**config.mk**
```make
export PLATFORM = sky130hd
export DESIGN_NAME = local_store_agu
export DESIGN_NICKNAME = d
export VERILOG_FILES = /design/src/rtl/local_store_agu.sv
export SDC_FILE = /design/constraint.sdc
export NUM_CORES = 1
export LEC_CHECK = 0
export CORE_MARGIN = 2
export CORE_UTILIZATION = 62
export CTS_BUF_LIST = sky130_fd_sc_hd__clkbuf_8
export DETAILED_ROUTE_END_ITERATION = 8
export GPL_ROUTABILITY_DRIVEN = 0
export PLACE_DENSITY = 0.92
export SYNTH_ARGS = -nofsm -noshare
export SYNTH_HDL_FRONTEND = slang
export SYNTH_SLANG_ARGS = --single-unit
export TNS_END_PERCENT = 1
```
**constraint.sdc**
```tcl
create_clock -name clk -period 7.1 [get_ports clk]
set_input_delay 2.13 -clock clk [delete_from_list [all_inputs] [get_ports clk]]
set_output_delay 2.13 -clock clk [all_outputs]
set_load 0.05 [all_outputs]
```
**src/rtl/local_store_agu.sv**
```systemverilog
`default_nettype none
// ============================================================================
// Module   : local_store_agu
// Purpose  : 2-D address sequencer for one PE local store. After one start
//            pulse it walks (n_rows_m1+1) x (n_cols_m1+1) beats, producing
//              addr = base + (row_pos + row_ofst) * row_step
//                          + col_pos + col_ofst          (mod 2^A)
//            with start / stall / abort handshakes and a done pulse.
// Ports    : clk, rst_n            clock, async active-low reset
//            cfg_we/cfg_sel/cfg_data  config write (ignored while busy)
//            start, wr_mode        begin walk; 1 = load walk (column step 1)
//            stall, abort          freeze / terminate the walk
//            addr, addr_valid      current address and live-beat flag
//            write, last           latched wr_mode, final beat flag
//            busy, done            walk in progress, pulse after last beat
// Revision : 1.0 - initial release
// ============================================================================
module local_store_agu #(
  parameter int A     = 7,
  parameter int DEPTH = 2,
  parameter int C_W   = 4
) (
  input  logic             clk,
  input  logic             rst_n,
  input  logic             cfg_we,
  input  logic [2:0]       cfg_sel,
  input  logic [A-1:0]     cfg_data,
  input  logic             start,
  input  logic             wr_mode,
  input  logic             stall,
  input  logic             abort,
  output logic [A-1:0]     addr,
  output logic             addr_valid,
  output logic             write,
  output logic             last,
  output logic             busy,
  output logic             done
);

  typedef enum logic [1:0] {
    S_IDLE = 2'd0,
    S_RUN  = 2'd1,
    S_DONE = 2'd2
  } state_t;

  localparam logic [A-1:0]   c_pos_one = 1;
  localparam logic [C_W-1:0] c_idx_one = 1;

  state_t             state_q, state_d;
  logic               write_q, write_d;
  logic [C_W-1:0]     col_idx_q, col_idx_d, row_idx_q, row_idx_d;
  logic [A-1:0]       col_pos_q, col_pos_d, row_pos_q, row_pos_d;
  logic [A-1:0]       base_q, base_d, row_step_q, row_step_d;
  logic [A-1:0]       col_stride_q, col_stride_d, row_incr_q, row_incr_d;
  logic [C_W-1:0]     n_cols_m1_q, n_cols_m1_d, n_rows_m1_q, n_rows_m1_d;
  logic [DEPTH-1:0]   row_ofst_q, row_ofst_d, col_ofst_q, col_ofst_d;

  logic               w_col_term, w_row_term;
  logic [2*A-1:0]     w_row_sum, w_prod, w_full;
  logic               w_unused_hi;

  // Address datapath is 2A bits wide; only the final sum is wrapped to A bits.
  assign w_row_sum = {{A{1'b0}}, row_pos_q} + {{(2*A-DEPTH){1'b0}}, row_ofst_q};
  assign w_prod    = w_row_sum * {{A{1'b0}}, row_step_q};
  assign w_full    = {{A{1'b0}}, base_q} + w_prod + {{A{1'b0}}, col_pos_q}
                   + {{(2*A-DEPTH){1'b0}}, col_ofst_q};
  assign w_unused_hi = ^w_full[2*A-1:A];

  assign w_col_term = (col_idx_q == n_cols_m1_q);
  assign w_row_term = (row_idx_q == n_rows_m1_q);

  assign addr       = w_full[A-1:0];
  assign addr_valid = (state_q == S_RUN) & ~stall & ~abort;
  assign last       = addr_valid & w_col_term & w_row_term;
  assign busy       = (state_q != S_IDLE);
  assign done       = (state_q == S_DONE);
  assign write      = write_q;

  always_comb begin
    state_d      = state_q;
    write_d      = write_q;
    col_idx_d    = col_idx_q;
    row_idx_d    = row_idx_q;
    col_pos_d    = col_pos_q;
    row_pos_d    = row_pos_q;
    base_d       = base_q;
    row_step_d   = row_step_q;
    col_stride_d = col_stride_q;
    row_incr_d   = row_incr_q;
    n_cols_m1_d  = n_cols_m1_q;
    n_rows_m1_d  = n_rows_m1_q;
    row_ofst_d   = row_ofst_q;
    col_ofst_d   = col_ofst_q;

    // Config is locked for the whole walk, including the done cycle.
    if (cfg_we && (state_q == S_IDLE)) begin
      case (cfg_sel)
        3'd0:    base_d       = cfg_data;
        3'd1:    row_step_d   = cfg_data;
        3'd2:    col_stride_d = cfg_data;
        3'd3:    row_incr_d   = cfg_data;
        3'd4:    n_cols_m1_d  = cfg_data[C_W-1:0];
        3'd5:    n_rows_m1_d  = cfg_data[C_W-1:0];
        3'd6:    row_ofst_d   = cfg_data[DEPTH-1:0];
        default: col_ofst_d   = cfg_data[DEPTH-1:0];
      endcase
    end

    case (state_q)
      S_IDLE: begin
        if (start && !abort) begin
          write_d   = wr_mode;
          col_idx_d = '0;
          row_idx_d = '0;
          col_pos_d = '0;
          row_pos_d = '0;
          state_d   = S_RUN;
        end
      end
      S_RUN: begin
        if (abort) begin
          state_d = S_IDLE;
        end else if (!stall) begin
          if (col_idx_q < n_cols_m1_q) begin
            col_idx_d = col_idx_q + c_idx_one;
            col_pos_d = col_pos_q + (write_q ? c_pos_one : col_stride_q);
          end else begin
            col_idx_d = '0;
            col_pos_d = '0;
            row_idx_d = row_idx_q + c_idx_one;
            row_pos_d = row_pos_q + row_incr_q;
          end
          if (w_col_term && w_row_term) begin
            state_d = S_DONE;
          end
        end
      end
      S_DONE:  state_d = S_IDLE;
      default: state_d = S_IDLE;
    endcase
  end

  always_ff @(posedge clk or negedge rst_n) begin
    if (!rst_n) begin
      state_q      <= S_IDLE;
      write_q      <= 1'b0;
      col_idx_q    <= '0;
      row_idx_q    <= '0;
      col_pos_q    <= '0;
      row_pos_q    <= '0;
      base_q       <= '0;
      row_step_q   <= c_pos_one;
      col_stride_q <= c_pos_one;
      row_incr_q   <= c_pos_one;
      n_cols_m1_q  <= '0;
      n_rows_m1_q  <= '0;
      row_ofst_q   <= '0;
      col_ofst_q   <= '0;
    end else begin
      state_q      <= state_d;
      write_q      <= write_d;
      col_idx_q    <= col_idx_d;
      row_idx_q    <= row_idx_d;
      col_pos_q    <= col_pos_d;
      row_pos_q    <= row_pos_d;
      base_q       <= base_d;
      row_step_q   <= row_step_d;
      col_stride_q <= col_stride_d;
      row_incr_q   <= row_incr_d;
      n_cols_m1_q  <= n_cols_m1_d;
      n_rows_m1_q  <= n_rows_m1_d;
      row_ofst_q   <= row_ofst_d;
      col_ofst_q   <= col_ofst_d;
    end
  end

endmodule
`default_nettype wire

```
## Word level (Yosys, flattened, before mapping)

Index checks and enable logic that the tools add are counted.

- Memories: 0
- Logic and storage cells: 92
- Flip-flop bits (word level): 65
- Bits in read-only memories: 0
- Memory bits (writable): 0
- Output and inout bits: 12
- Latch bits: 0

- Shift-type cells: 0
- $add $sub $neg: 8
- Equal/unequal tests: 16
- $mul: 1
- Mux-type cells: 24
- $lt $le $gt $ge: 1
- Reduce and logical (&&, ||, !) cells: 21
- Divide/modulo/power cells: 0
- Bitwise operators: 7

Operators with widths:

| cell | number |
|---|---|
| two-way mux 7 bit | 8 |
| adder 7 bit | 4 |
| two-way mux 4 bit | 7 |
| case mux 7 bit (2 select lines) | 2 |
| AND reduction 2 bit | 9 |
| case mux 4 bit (2 select lines) | 2 |
| equality test 3 bit (second input constant) | 3 |
| adder 4 x 1 -> 4 bit (second input constant) | 2 |
| adder 7 x 2 -> 8 bit | 1 |
| equality test 4 bit | 2 |
| multiplier 8 x 7 -> 7 bit | 1 |
| two-way mux 2 bit | 4 |
| adder 7 x 2 -> 7 bit | 1 |
| OR reduction 7 bit | 1 |
| equality test 3 x 2 -> 1 bit (second input constant) | 2 |
| != test 2 bit (second input constant) | 3 |
| AND reduction 5 bit | 1 |
| AND 1 bit | 4 |
| < comparator 4 bit | 1 |
| case mux 2 bit (2 select lines) | 1 |
| AND reduction 4 bit | 1 |
| nonzero test 2 bit | 2 |
| equality test 3 x 1 -> 1 bit (second input constant) | 1 |
| logical AND 1 bit | 3 |
| other kinds (10) | 12 |

## Logic depth before layout (Yosys ltp)

Gate-level depths: netlist of the first run.

- Depth in word-level cells: 6
- Gate-level depth with buffers: 18
- Depth with buffers taken out: 18

## Least setup slack after synthesis of the first run

Ideal clock, no wire load.

- Kind: register -> output
- Start: register row_pos_q[0]
- End: output addr[6]
- Stages on the path, launching flop included: 19
- Setup slack: 0.162 ns
- Data required time: 4.970 ns
- Path buffers: 0
- Arrival time: 4.808 ns
- Path through: dfrtp_1 -> ha_1 -> inv_1 -> fa_1 -> xnor2_1 -> and2_1 -> fa_1 -> fa_1 -> ha_1 -> fa_1 -> ha_1 -> inv_1 -> fa_1 -> inv_1 -> a21o_1 -> a21oi_1 -> xnor2_1 -> xnor2_1 -> xnor3_1

- Word-level cells in the longest chain between the ends: 5

Ends and longest elaborated chain:

| item | line | RTL |
|---|---|---|
| start: declaration | 52 | `logic [A-1:0] col_pos_q, col_pos_d, row_pos_q, row_pos_d;` |
| start signal: assignment | 165 | `row_pos_q <= row_pos_d;` |
| adder 7 x 2 -> 8 bit | 63 | `assign w_row_sum = {{A{1'b0}}, row_pos_q} + {{(2*A-DEPTH){1'b0}}, row_ofst_q};` |
| multiplier 8 x 7 -> 7 bit | 64 | `assign w_prod = w_row_sum * {{A{1'b0}}, row_step_q};` |
| adder 7 bit (2 in a row) | 65 | `assign w_full = {{A{1'b0}}, base_q} + w_prod + {{A{1'b0}}, col_pos_q}` |
| adder 7 x 2 -> 7 bit | 66 | `+ {{(2*A-DEPTH){1'b0}}, col_ofst_q};` |
| end: declaration | 32 | `output logic [A-1:0] addr,` |

Every way passes these cells.

## Worst setup path in the final report of the first run

Ends and elaborated chain as after synthesis.

==> results of run 1 <==
==> worst reg2reg max path, cell delays in order (launching register included) <==
cell,delay [ps]
dfrtp_1,480
or2_2,340
ha_1,200
inv_1,70
fa_1,200
nor2b_1,50
o21ai_0,210
a21boi_0,200
or4_1,500
and4_1,210
o22a_1,170
==> worst paths after layout <==
path	cells past startpoint	end	from
max in group asynchronous	2	col_stride_q[3]	rst_n
max	20	addr[6]	row_pos_q[0]
min	1	col_stride_q[2]	col_stride_q[2]
min in group asynchronous	2	n_rows_m1_q[2]	rst_n
max reg2reg	10	col_pos_q[6]	write
min reg2reg	1	col_stride_q[2]	col_stride_q[2]
==> flip-flops by register name, indices dropped and copies added (netlist names) <==
name,flops
write,1
row_incr_q,7
col_idx_q,4
row_step_q,7
row_ofst_q,2
n_cols_m1_q,4
n_rows_m1_q,4
row_pos_q,7
state_q,2
base_q,7
col_pos_q,7
col_ofst_q,2
row_idx_q,4
col_stride_q,7
==> cell families after synthesis <==
kind of cell,after synthesis
mux,41
xor+xnor,36
buf+inv,44
fa+ha+maj,58
compound gates,52
simple gates,107
flops,65
==> cell type report <==
type | instances | area [µm²]
multi-input combinational | 294 | 2700
fill | 456 | 1650
sequential | 65 | 1630
timing repair buffer | 42 | 374
inverter | 38 | 143
clock buffer | 9 | 124
tap | 96 | 120
clock inverter | 7 | 93.8
==> routing by layer <==
| metal | vias up | track usage [%] | part of all wire (%) |
|---|---|---|---|
| met1 | 1586 | 32.1 | 39 |
| met3 | 43 | 6.16 | 5.4 |
| met4 | 0 | 11.8 | 3.5 |
| met2 | 117 | 49.6 | 52 |
| met5 | - | 0 | 0 |
| li1 | 1461 | - | - |
==> cell usage after synthesis (all sizes together) (4+ instances only) <==
master and number:
nand2 41, nor3 5, clkbuf 4, nand2b 5, o31ai 8, inv 38, a21o 7, ha 36
fa 22, nand4 4, dfrtp 62, xnor2 29, xor2 6, mux2 41, and2 13, nor2b 14
o21ai 14, a21oi 9, nor2 8
==> repair_timing <==
action | CTS | global route
pin swaps | 27 | 14
endpoints found under the setup margin | 1 | 1
resized for setup | 21 | 2
setup buffers | 6 | 3
hold buffers | 0 | 0
==> per-stage QoR <==
step                      setup TNS [ps]  area (µm²)
after detailed placement           -99.6        4790
after global routing                -185        5180
final                             -0.139        5180
after global placement                 0        4790
after floorplan                        0        4400
after CTS                              0        5150
==> results.txt, run 1 <==
Hold Crit Class: register to register
DR pass1 iterations: 5
critical path cell sequence: ha_2, inv_2, fa_2, nand3b_1, xnor2_2, buf_4, nand2_2, fa_1, inv_1, ha_1, inv_1, fa_1, fa_1, inv_2, ha_4, a21oi_4, xnor2_2, xnor2_1, xnor3_1, buf_6
Synth Area in Simple Gates: 12.5%
root buffer cell: clkbuf_8
Area growth, synth to finish: 17.7%
complex-gate fraction of the synthesized area: 8.13%
final setup fails: 1
Yosys top cell area share: 35.2%
synth warn: 0
initial antenna violation count: 0
n_diodes: 0
largest family of logic cells by synthesized area: adder cells
dominant cells by area after synthesis: dfrtp_1 (35%), mux2_2 (10%), ha_1 (10%), fa_1 (10%), xnor2_1 (5.8%)
cts bufs inserted: 9
Req. time, crit path: 4970 ps
dpl ws: -99.6 ps
global-route usage over all layers: 27.7%
CP peak stage delay: 520 ps
Die W: 88.3 µm
CP delay by family, top: adder cells
Buf/Inv on CP: 6
Post-Synth XOR/XNOR Area: 7.48%
largest net degree at the start of global routing: 66
via/cell ratio: 5.82
CP startpoint kind: register
Synth async-reset ratio: 100%
mean post-synth cell area: 10.9 µm²
mux contribution to synthesized area: 10.5%
DRC: 0
Mapped Cells: 403
Crit Path Category: register to output pin
CTS clk-pin slew, worst paths: 70 ps
CTS tree: yes
CP max stage cell: fa_1
layout cells sized above 1: 23.5%
clk sink count: 65
vias in the first global route: 3,409
first-pass GRT wire length: 15,900 µm
WP data arrival: 4970 ps
DRT iter0 DRCs: 178
Row Count: 30
placed cell count: 526
port bufs: 28
Netlist cell types: 44
fin crit share: 100%
Top FF cell, synth: dfrtp_1
fin util: 75.8%
cell taking the most area after synthesis: dfrtp_1
worst reg-to-reg setup slack: 4380 ps
post-synthesis adder-cell area fraction: 20.2%
Crit. End Element: output pin
worst slew pin tran: 842 ps
Mapped Nets: 478
final slew viol count: 0
most used cell, CP: fa_1
clock buffer depth: 2
clk_skew: 9.16 ps
CP max FO: 2
Synth Register Bits: 65
global route overflow: 0
Max-slew headroom: 43.4%
via count: 3,207
Net count, final: 525
most common cell after layout, fill and taps aside: dfrtp_1
fin crit period: 7100 ps
I/O pins: 29
DP Wirelength: 7090 µm
status: complete, but fails checks
Die Span Y: 88.3 µm
failing checks: negative setup slack
Layout Cells excl Fill: 551
RSZ-0062 raised after global routing: yes
most frequent cells in the layout: dfrtp_1 (62), mux2_2 (41), nand2_1 (40)
final wirelength: 9900 µm
Hold WS: 502 ps
number of H-tree levels: 3
core area: 0.00683 mm²
die area: 0.00779 mm²
Post-synth EDFFs: 0
setup slack after layout: -0.139 ps
Starting Density: 64.4%
Synth Cell Area: 0.00440 mm²
Clk Latency, worst-skew pair: 350 ps
top achievable clock speed: 141 MHz
Max-Cap Viols: 0
WL per Instance: 18.0 µm
ANT nets after route: 0
Final Hold Viols: 0
sequential-to-total area share from yosys stat: 37.0%
Power of run 1 is left out: the tool's default activity adds up to more than one toggle a clock period on the data nets, which glitch-free logic cannot reach.
==> inputs of run 2 (changes only) <==
SETUP_SLACK_MARGIN = 0.3   (was unset)
SKIP_CTS_REPAIR_TIMING = 1   (was unset)
==> results.txt, run 2 (same netlist as run 1, synthesis figures left out) <==
WL per Instance: 18.1 µm (+0.72%)
most common cell after layout, fill and taps aside: dfrtp_1
setup slack after layout: -155 ps (-155 ps)
Starting Density: 64.4% (unchanged)
via count: 3,177 (-0.94%)
port bufs: 28 (unchanged)
worst reg-to-reg setup slack: 4360 ps (-20 ps)
clock buffer depth: 2 (unchanged)
ANT nets after route: 0 (unchanged)
n_diodes: 0 (unchanged)
core area: 0.00683 mm² (unchanged)
Req. time, crit path: 4970 ps (about the same)
hold_sp: col_stride_q[3]
Die W: 88.3 µm (unchanged)
I/O pins: 29 (unchanged)
DP Wirelength: 6910 µm (-2.6%)
initial antenna violation count: 0 (unchanged)
CTS clk-pin slew, worst paths: 80 ps (about the same)
CP max FO: 3 (+1)
top achievable clock speed: 138 MHz (-2.1%)
number of H-tree levels: 3 (unchanged)
Hold Crit Class: register to register
Hold WS: 496 ps (-5.33 ps)
DR pass1 iterations: 5 (unchanged)
vias in the first global route: 3,155 (-7.5%)
DRT iter0 DRCs: 166 (-6.7%)
worst slew pin tran: 867 ps (+24.6 ps)
Die Span Y: 88.3 µm (unchanged)
CP startpoint kind: register
Crit Reg-Reg Startpoint: write
final setup fails: 1 (unchanged)
WP data arrival: 5130 ps (+160 ps)
via/cell ratio: 5.81 (-0.21%)
largest net degree at the start of global routing: 66 (unchanged)
Crit. End Element: output pin
RR Endpoint: col_pos_q[6]
Max-Cap Viols: 0 (unchanged)
Final Hold Viols: 0 (unchanged)
Max-slew headroom: 41.7% (-1.7 points)
Row Count: 30 (unchanged)
DRC: 0 (unchanged)
global route overflow: 0 (unchanged)
global-route usage over all layers: 26.5% (-1.2 points)
fin crit period: 7260 ps (+155 ps)
RSZ-0062 raised after global routing: yes
root buffer cell: clkbuf_8
final slew viol count: 0 (unchanged)
cts bufs inserted: 9 (unchanged)
Area growth, synth to finish: 17.4%
CTS tree: yes
clk sink count: 65 (unchanged)
Clk Latency, worst-skew pair: 350 ps (about the same)
status: complete, but fails checks
Net count, final: 521 (-0.76%)
fin crit share: 102% (+2.2 points)
clk_skew: 8.48 ps (-0.677 ps)
Crit Path Category: register to output pin
die area: 0.00779 mm² (unchanged)
Hold EP: col_stride_q[3]
first-pass GRT wire length: 15,300 µm (-4.0%)
hold depth: 1 (unchanged)
failing checks: negative setup slack
final wirelength: 9900 µm (about the same)
most frequent cells in the layout: dfrtp_1 (62), nand2_1 (41), mux2_2 (41)
FF-to-FF path depth: 10 (unchanged)
layout cells sized above 1: 22.0% (-1.6 points)
[run 2: changes by cell type in the layout (fill, tap and decap cells not counted), sizes merged]
cell      delta
inv          -1
clkbuf       +1
bufinv       +1
clkinv       +1
buf          -4
clkinvlp     -2
[run 2: worst max-delay path by stage]
stage / from / slack, ps / endpoint
floorplan: row_pos_q[0] / 330 / addr[6]
global placement: row_pos_q[0] / 160 / addr[6]
detailed placement: row_pos_q[0] / 30 / addr[6]
CTS: row_pos_q[0] / -370 / addr[6]
global route: row_pos_q[0] / -320 / addr[6]
finish: row_pos_q[0] / -160 / addr[6]
[run 2: area by class of cell]
class	count	area [µm²]
repair buffers	38	348
clock inverters	6	105
clock buffers	10	138
inverters	38	143
fillers	431	1660
well taps	96	120
flip-flops and latches	65	1630
multi-input cells	294	2680
[run 2: worst max-delay path, stage by stage, from the launching register on]
cell,delay (ps)
dfrtp_1,400
ha_2,210
inv_2,50
fa_2,380
xnor2_2,230
and2_4,170
fa_1,430
fa_1,570
ha_4,210
fa_1,530
ha_1,170
inv_1,60
fa_2,350
inv_1,70
a21o_1,120
a21oi_2,60
xnor2_1,160
xnor2_1,150
xnor3_2,280
buf_8,160
[run 2: through the flow]
stage                     std cells  utilization, %  worst slack (ps)  area (µm²)  setup TNS [ps]
after global routing            547            75.6              -323        5170            -323
after CTS                       542            73.7              -369        5040            -369
after global placement          526            70.2               164        4790               0
after floorplan                 403               -               326        4400               0
after detailed placement        526            70.2              32.7        4790               0
final                           547            75.6              -155        5170            -155
[run 2: routing by layer]
| metal | track usage [%] | part of all wire, % |
|---|---|---|
| met2 | 43.2 | 50 |
| met3 | 4.85 | 5.5 |
| met5 | 0 | 0 |
| met1 | 34.4 | 42 |
| met4 | 12.9 | 2.8 |
Power of run 2 is left out for the same reason.
==> inputs of run 3 (changes only) <==
CORE_UTILIZATION = 55   (was 62)
PLACE_DENSITY = 0.84   (was 0.92)
clock period = 8.2 ns   (was 7.1 ns; I/O delays follow)
==> results.txt, run 3 (same netlist as run 1, synthesis figures left out) <==
Die Span Y: 93.5 µm (+5.9%)
CP startpoint: row_pos_q[1]
cts bufs inserted: 9 (unchanged)
CP max FO: 5 (+2)
top achievable clock speed: 129 MHz
DR pass1 iterations: 5 (unchanged)
Final Hold Viols: 0 (unchanged)
I/O pins: 29 (unchanged)
Layout Cells excl Fill: 546 (-0.18%)
Crit Path Category: register to output pin
n_diodes: 0 (unchanged)
ANT nets after route: 0 (unchanged)
first-pass GRT wire length: 14,600 µm (-4.1%)
DRC: 0 (unchanged)
Req. time, crit path: 5740 ps (+770 ps)
port bufs: 28 (unchanged)
setup TNS: 0 ps (+155 ps)
Die W: 93.5 µm (+5.9%)
Crit Reg-Reg Startpoint: write
clk_skew: 9.61 ps (+1.13 ps)
root buffer cell: clkbuf_8
worst slew pin tran: 942 ps (+74.6 ps)
largest net degree at the start of global routing: 66 (unchanged)
placed cell count: 529 (+0.57%)
status: complete, no violations
RR Endpoint: col_pos_q[6]
Crit. End Element: output pin
hold_sp: col_stride_q[3]
fin crit period: 7750 ps
Area growth, synth to finish: 14.1%
RSZ-0062 raised after global routing: yes
vias in the first global route: 3,058 (-3.1%)
CTS tree: yes
via count: 3,054 (-3.9%)
DRT iter0 DRCs: 201 (+21%)
clock buffer depth: 2 (unchanged)
clk sink count: 65 (unchanged)
die area: 0.00873 mm² (+12%)
FF-to-FF path depth: 10 (unchanged)
Hold Crit Class: register to register
Row Count: 32 (+6.7%)
CP Capture Point: addr[6]
Max-slew headroom: 36.7% (-5.0 points)
global-route usage over all layers: 22.2% (-4.3 points)
layout cells sized above 1: 17.1% (-4.8 points)
CP startpoint kind: register
Clk Latency, worst-skew pair: 350 ps (about the same)
WP data arrival: 5290 ps (+160 ps)
initial antenna violation count: 0 (unchanged)
final setup fails: 0 (-1)
Max-Cap Viols: 0 (unchanged)
final slew viol count: 0 (unchanged)
CTS clk-pin slew, worst paths: 70 ps (about the same)
fin crit share: 94.5%
WL per Instance: 16.2 µm (-11%)
global route overflow: 0 (unchanged)
most frequent cells in the layout: dfrtp_1 (62), nand2_1 (41), mux2_2 (41)
final wirelength: 8820 µm (-11%)
via/cell ratio: 5.59 (-3.7%)
Starting Density: 57.0% (-7.5 points)
core area: 0.00773 mm² (+13%)
number of H-tree levels: 3 (unchanged)
Net count, final: 514 (-1.3%)
worst reg-to-reg setup slack: 5500 ps (+1140 ps)
DP Wirelength: 6730 µm (-2.6%)
most common cell after layout, fill and taps aside: dfrtp_1
==> run 3: cell count changes in the layout (fill, tap and decap cells not counted), moves of 3 or more <==
cell / delta
xnor2_2: -3
buf_4: -9
ha_4: -3
clkinv_4: +3
ha_1: +4
==> run 3: metal layers <==
layer  global-route usage [%]  share of wire (%)
met1                     29.3                 44
met4                     6.00                1.0
met5                        0                  0
met2                     36.9                 49
met3                     5.08                5.8
==> run 3: critical path: stages (launching register included) <==
cell	delay [ps]
dfrtp_1	450
inv_1	100
fa_2	450
nand3b_1	240
xnor2_2	180
and2_1	180
fa_1	510
fa_1	430
ha_1	290
inv_1	50
fa_1	530
inv_1	40
ha_1	330
a21o_1	180
a21oi_2	160
xnor2_1	150
xnor2_1	160
xnor3_1	330
buf_4	200
==> run 3: per-stage QoR <==
step	area (µm²)	hold slack [ps]	util, %	setup slack, ps
2_1_floorplan	4400	471	-	932
3_3_place_gp	4780	481	61.9	741
3_5_place_dp	4780	486	61.9	625
4_1_cts	4980	501	64.4	238
5_1_grt	5020	513	65.0	212
6_report	5020	498	65.0	454
==> run 3: worst min-delay path by stage <==
stage / endpoint / slack [ps] / depth (start not counted)
2_1_floorplan: row_pos_q[6] / 470 / 1
3_3_place_gp: col_stride_q[3] / 480 / 1
3_5_place_dp: col_stride_q[3] / 490 / 1
4_1_cts: col_stride_q[3] / 500 / 1
5_1_grt: col_stride_q[2] / 510 / 1
6_report: col_stride_q[3] / 500 / 1
==> run 3: final cells by class <==
class	count	area, µm²
Clock buffer	9	124
Fill cell	607	2710
Multi-Input combinational cell	294	2630
Tap cell	102	128
Timing Repair Buffer	31	298
Inverter	38	143
Clock inverter	7	71.3
Sequential cell	65	1630
Power of run 3 is left out for the same reason.
